File: config.mk
export PLATFORM = sky130hd
export DESIGN_NAME = cell_array_ctrl
export DESIGN_NICKNAME = d
export VERILOG_FILES = /design/src/rtl/cell_array_pkg.sv /design/src/rtl/onehot_dec.sv /design/src/rtl/cell_array_ctrl.sv
export SDC_FILE = /design/constraint.sdc
export NUM_CORES = 1
export LEC_CHECK = 0
export BUFFER_PORTS_ARGS = -buffer_cell sky130_fd_sc_hd__buf_2
export CORE_ASPECT_RATIO = 1.75
export CORE_MARGIN = 2
export CORE_UTILIZATION = 47
export CTS_CLUSTER_SIZE = 24
export DETAILED_ROUTE_END_ITERATION = 10
export PLACE_DENSITY = 0.95
export SLEW_MARGIN = 30
export SYNTH_ARGS = -nofsm -noshare
export SYNTH_HDL_FRONTEND = slang
export SYNTH_SLANG_ARGS = --single-unit
File: constraint.sdc
create_clock -name clk -period 2.8 [get_ports clk]
set_input_delay 0.56 -clock clk [delete_from_list [all_inputs] [get_ports clk]]
set_output_delay 0.56 -clock clk [all_outputs]
set_load 0.005 [all_outputs]
File: src/rtl/cell_array_pkg.sv
// Shared definitions for the binary-cell array controller: default geometry
// and the controller state encoding.
package cell_array_pkg;

  localparam int AW_DEF    = 3;
  localparam int WIDTH_DEF = 4;

  typedef enum logic [2:0] {
    S_IDLE  = 3'd0,
    S_WRITE = 3'd1,
    S_READ  = 3'd2,
    S_RESP  = 3'd3,
    S_CLEAR = 3'd4
  } state_t;

endpackage

File: src/rtl/onehot_dec.sv
// Binary-to-one-hot row decoder; the enable gating is left to the caller.
module onehot_dec #(
  parameter int AW    = 3,
  parameter int WORDS = 2**AW
) (
  input  logic [AW-1:0]    sel,
  output logic [WORDS-1:0] onehot
);

  assign onehot = WORDS'(1) << sel;

endmodule

File: src/rtl/cell_array_ctrl.sv
// Controller for a row-addressed binary-cell array: single-word writes,
// registered reads with a valid/ready response, and a whole-array zero-fill.
//
// Handshakes: a request transfers on a rising edge where req_valid && req_ready;
// a response transfers on a rising edge where rsp_valid && rsp_ready. Once
// raised, rsp_valid and rsp_rdata hold until that transfer.
module cell_array_ctrl
  import cell_array_pkg::*;
#(
  parameter int AW    = AW_DEF,
  parameter int WIDTH = WIDTH_DEF,
  parameter int WORDS = 2**AW
) (
  input  logic                   clk,
  input  logic                   rst,
  input  logic                   req_valid,
  output logic                   req_ready,
  input  logic                   req_we,
  input  logic [AW-1:0]          req_addr,
  input  logic [WIDTH-1:0]       req_wdata,
  output logic                   rsp_valid,
  input  logic                   rsp_ready,
  output logic [WIDTH-1:0]       rsp_rdata,
  input  logic                   clr_start,
  output logic                   clr_busy,
  output logic [WORDS-1:0]       cell_cs,
  output logic                   cell_w,
  output logic                   cell_r,
  output logic [WIDTH-1:0]       cell_din,
  input  logic [WORDS*WIDTH-1:0] cell_dout
);

  state_t           state_q, state_d;
  logic [AW-1:0]    addr_q;
  logic [AW-1:0]    cnt_q;
  logic [WIDTH-1:0] wdata_q;
  logic [WIDTH-1:0] rdata_q;
  logic             accept;
  logic             row_en;
  logic [AW-1:0]    row_sel;
  logic [WORDS-1:0] row_onehot;

  assign accept = req_valid && req_ready;

  always_ff @(posedge clk) begin
    if (rst) begin
      state_q <= S_IDLE;
      addr_q  <= '0;
      wdata_q <= '0;
      cnt_q   <= '0;
      rdata_q <= '0;
    end else begin
      state_q <= state_d;
      if (accept) begin
        addr_q  <= req_addr;
        wdata_q <= req_wdata;
      end
      // Counter wraps to zero after the last row, ready for the next fill.
      if (state_q == S_CLEAR) cnt_q <= cnt_q + 1'b1;
      else                    cnt_q <= '0;
      if (state_q == S_READ)
        rdata_q <= cell_dout[int'(addr_q)*WIDTH +: WIDTH];
    end
  end

  always_comb begin
    state_d   = state_q;
    req_ready = 1'b0;
    rsp_valid = 1'b0;
    clr_busy  = 1'b0;
    cell_w    = 1'b0;
    cell_r    = 1'b0;
    cell_din  = '0;
    row_en    = 1'b0;
    case (state_q)
      S_IDLE: begin
        if (clr_start) begin
          state_d = S_CLEAR;
        end else begin
          req_ready = 1'b1;
          if (req_valid) state_d = req_we ? S_WRITE : S_READ;
        end
      end
      S_WRITE: begin
        row_en   = 1'b1;
        cell_w   = 1'b1;
        cell_din = wdata_q;
        state_d  = S_IDLE;
      end
      S_READ: begin
        row_en  = 1'b1;
        cell_r  = 1'b1;
        state_d = S_RESP;
      end
      S_RESP: begin
        rsp_valid = 1'b1;
        if (rsp_ready) state_d = S_IDLE;
      end
      S_CLEAR: begin
        row_en   = 1'b1;
        cell_w   = 1'b1;
        clr_busy = 1'b1;
        if (cnt_q == AW'(WORDS-1)) state_d = S_IDLE;
      end
      default: state_d = S_IDLE;
    endcase
  end

  assign row_sel = (state_q == S_CLEAR) ? cnt_q : addr_q;

  onehot_dec #(.AW(AW), .WORDS(WORDS)) u_dec (
    .sel    (row_sel),
    .onehot (row_onehot)
  );

  assign cell_cs   = row_en ? row_onehot : '0;
  assign rsp_rdata = rdata_q;

endmodule
After elaboration in Yosys (flattened, before gate mapping):

Cells that the tools add are included.

* add/sub/neg operators: 1
* muxes and demuxes: 16
* shift operators: 2
* reduce and logical (&&, ||, !) cells: 6
* equal/unequal tests: 8
* bitwise gates (word level): 1

Operator list (count)
* 32-bit by 6-bit variable part select with 4-bit output: 1
* 3-bit two-way mux: 5
* 3-bit case mux with 4 select lines: 1
* 8-bit two-way mux: 1
* 1-bit by 3-bit left shift with 8-bit output, first input constant: 1
* 1-bit two-way mux: 7
* 3-bit by 2-bit == test with 1-bit output, second input constant: 2
* 3-bit == test, second input constant: 2
* 4-bit two-way mux: 1
* 2-bit != test, second input constant: 2
* 2-bit OR reduction: 2
* 3-bit by 1-bit adder with 3-bit output, second input constant: 1
* 3-bit by 1-bit == test with 1-bit output, second input constant: 1
* 3-bit zero test: 1
* 3-bit != test, second input constant: 1
* 3-bit AND reduction: 1
* 3-bit OR reduction: 1
* 2-bit two-way mux: 1
* 1-bit logical AND: 1
* 1-bit NOT: 1

* output and inout bits: 21
* logic and storage cells: 39
* register bits after elaboration: 17
* input bits: 45

Logic depth before layout (Yosys ltp):

* word-level depth: 4
* gate-level depth with buffers: 5
* gate-level depth less buffers: 5

Hierarchy:

From an unflattened synthesis, not the netlist that was laid out.

* cells, all modules: 137
* area, all modules: 1194.9 sq um

Modules (own cells, without submodules)
* cell_array_ctrl: area each 1129.8 sq um, instances 1, seq. area each 340.3 sq um, cells an instance 129
* onehot_dec: area each 65.1 sq um, instances 1, seq. area each 0.0 sq um, cells an instance 8

Worst setup path after synthesis:

Ideal clock, no wire load.

* kind: reg2out
* start: register state_q[1]
* end: output port cell_cs[3]
* stages on the path, launching flop included: 6
* required time: 2.240 ns
* arrival time: 1.348 ns
* path buffers: 2
* setup slack: 0.892 ns
* cells stage by stage: dfxtp_1 -> buf_6 -> or3b_1 -> buf_4 -> mux2_4 -> a21oi_2

* cells in the longest elaborated chain, start to end: 4
* elaborated cells on any way between the ends: 8
* classes of those cells: 3 x eq/ne; 1 x shift; 3 x mux; 1 x reduce/logical

RTL lines
* start, declared: RTL line cell_array_ctrl.sv:33 `state_t state_q, state_d;`
* start signal, assigned: RTL line cell_array_ctrl.sv:53 `state_q <= state_d;`
* 3-bit by 2-bit == test with 1-bit output, or another cell as far along: RTL line cell_array_ctrl.sv:75 `case (state_q)`
* 3-bit OR reduction (no line) or 3-bit two-way mux (tied branches)
* 1-bit two-way mux or 1-bit by 3-bit left shift with 8-bit output (tied branches): RTL line cell_array_ctrl.sv:75, onehot_dec.sv:10
* 8-bit two-way mux (*): RTL line cell_array_ctrl.sv:116 `assign cell_cs = row_en ? row_onehot : '0;`
* end, declared: RTL line cell_array_ctrl.sv:26 `output logic [WORDS-1:0] cell_cs,`

Mark *: on every way between the ends. The rest lies on a longest branch, timed or not.

Final worst setup path:

* start: register state_q[2]
* end: output port cell_cs[3]

The elaborated chain is that of the path after synthesis.

==> flow_metrics.tcl <==
set metrics [dict create \
    status "completed" \
    critPathKind "register to output port" \
    cts_made_buffers 3 \
    cts.reportedPaths.clkPinSlew_ns 0.07 \
    drive_gt1_share_pct 38.7 \
    synth_top_area_share_pct 28.8 \
    finalSetupViolations 0 \
    critPathArrivalTime_ns 1.97 \
    grt_pass1_vias 1253 \
    fin_crit_sh_pct 90.5 \
    synth_edf_count 0 \
    num_rows 24 \
    cts_buffer_depth 2 \
    hpwl_mm 2.62 \
    antenna_found_initial 0 \
    clock_sinks 17 \
    syn_area_um2 1180 \
    fin_nets 247 \
    syn_nets 187 \
    cp_data_required_time_ns 2.24 \
    start_util_pct 48.5 \
    fin_tns_setup_ns 0 \
    final_cell_mix "buf_2, mux2i_1, dfxtp_1, a21oi_1" \
    port_buffers 65 \
    drc 0 \
    die_y_um 70.3 \
    clock_skew_ns 0.00119 \
    die-area_um2 2940 \
    async_flop_share_pct 0 \
    die_w_um 41.9 \
    via_count 1286 \
    root_buffer "clkbuf_8" \
    p_leak_nw 0.717 \
    mostFrequentLayoutCell "buf_2" \
    grt-ovfl-total 0 \
    finalHoldViolCount 0 \
    worstSkewPairLatency_ns 0.25 \
    max_slew.worst_pin.slew_ns 0.563 \
    diodes 0 \
    max_cap_viol_count 0 \
    synth-seq-area-share_pct 28.8 \
    yosys.area.top_type "dfxtp_1" \
    synth.avg_cell_area_um2 8.43 \
    drt_iter0_markers 12 \
    hp-class "register to register" \
    post_cts.repair.setup_buffers 0 \
    final_cell_area_um2 1540 \
    synth_flop_cell "dfxtp_1" \
    slew_viol_final 0 \
    ys_warn_count 0 \
    grtUsageTotal_pct 22.5 \
    grt_max_degree 18 \
    fin_total_pwr_mw 0.587 \
    finalCriticalPeriod_ns 2.53 \
    relSlewSlack_pct 62.3 \
    synth_area_leaders "dfxtp_1, mux2i_1, a21oi_1" \
    postLayoutCoreUtil_pct 63.2 \
    ios 66 \
    syn_inst 140 \
    placed_cell_area_um2 1490 \
    end_kind "output port" \
    crit_path_max_fanout 14 \
    rsz0062_at_grt "false" \
    routed_wl_mm 3.25 \
    startpoint_type "register" \
    drtPass1Iterations 4 \
    wl_per_cell_um 14.4 \
    viasPerCell 5.72 \
    max_freq_mhz 395 \
    grt_pass1_wl_mm 5.29 \
    synth_cell_type_count 35 \
    finalWeightedCongestion 0.802 \
    cts_tree "done" \
    postCtsResizedCells 0 \
    p_per_area_nw_per_um2 382 \
    ant_nets 0 \
    h-tree-depth 1 \
    core_area_um2 2430 \
    cts_hold_buf 0 \
    peakVddDrop_mv 0.291 \
    area_delta_synth_final_pct 30.2 \
    ys_ff_latch 17 \
]
through the flow:
| stage | instances | hold slack (ns) | setup slack (ns) |
|---|---|---|---|
| 6_report | 225 | 0.462 | 0.267 |
| 5_1_grt | 225 | 0.486 | 0.151 |
| 4_1_cts | 225 | 0.468 | 0.286 |
| 3_5_place_dp | 221 | 0.451 | 0.570 |
| 3_3_place_gp | 221 | 0.443 | 0.610 |
| 2_1_floorplan | 140 | 0.449 | 0.892 |
metal layers:
layer | track usage, % | vias up | wire length, um
li1 | - | 633 | -
met1 | 21.6 | 577 | 1130
met2 | 41.7 | 64 | 1730
met3 | 5.17 | 12 | 269
met4 | 12.9 | 0 | 109
met5 | 0 | - | 0
sequential cells by signal (all words and copies together), names as in the netlist:
name,count
rsp_rdata,4
wdata_q,4
addr_q,3
cnt_q,3
state_q,3
cell type report:
class,count,area [um2]
repair buffers,66,333
multi-input cells,110,777
clock inverters,1,5.00
inverters,2,7.51
well taps,26,32.5
clock buffers,3,41.3
flip-flops and latches,17,340
fillers,223,896
path summary, 6_finish.rpt:
path | start | end | slack, ns | cells after the start
hold / removal | rsp_rdata[0]$_SDFFE_PP0P_ | rsp_rdata[0]$_SDFFE_PP0P_ | 0.46 | 1
setup / recovery | state_q[2]$_SDFFE_PP0P_ | cell_cs[3] | 0.27 | 4
hold reg to reg | rsp_rdata[0]$_SDFFE_PP0P_ | rsp_rdata[0]$_SDFFE_PP0P_ | 0.46 | 1
setup reg to reg | state_q[1]$_SDFFE_PP0P_ | rsp_rdata[2]$_SDFFE_PP0P_ | 1.28 | 3
cell usage after synthesis (2+ instances only):
master	n
nor3_1	4
a32o_1	4
nor3b_1	4
mux2i_1	19
nor2b_1	7
nand3b_1	2
nand2_1	4
nor3b_2	2
a21oi_2	2
and3_1	4
inv_1	2
a21oi_1	15
a22oi_1	8
ha_1	2
dfxtp_1	17
buf_2	2
o21ai_0	8
nor2_1	6
clkbuf_1	6
nand3_1	7
worst max-delay path, stage by stage (launching register included):
cell and delay [ns]:
dfxtp_1 0.57, or3b_1 0.56, mux2_4 0.37, a21oi_2 0.10, buf_2 0.12
report_power, final:
group          switching (mW)  total [mW]  internal [mW]
clock network          0.0875       0.186         0.0988
registers              0.0154       0.267          0.252
logic                  0.0661       0.133         0.0670
cells by family after synthesis:
logic type	count (synthesis)	share of synthesized area [%]
xor gates and xnor gates	1	0.742
and+or+nand+nor	47	24.0
AOI/OAI and AO/OA	40	21.6
muxes	20	17.4
adders and majority gates	2	2.12
DFF	17	28.8
buffers and inverters	13	5.30
Power figures use the tool's default switching activity.
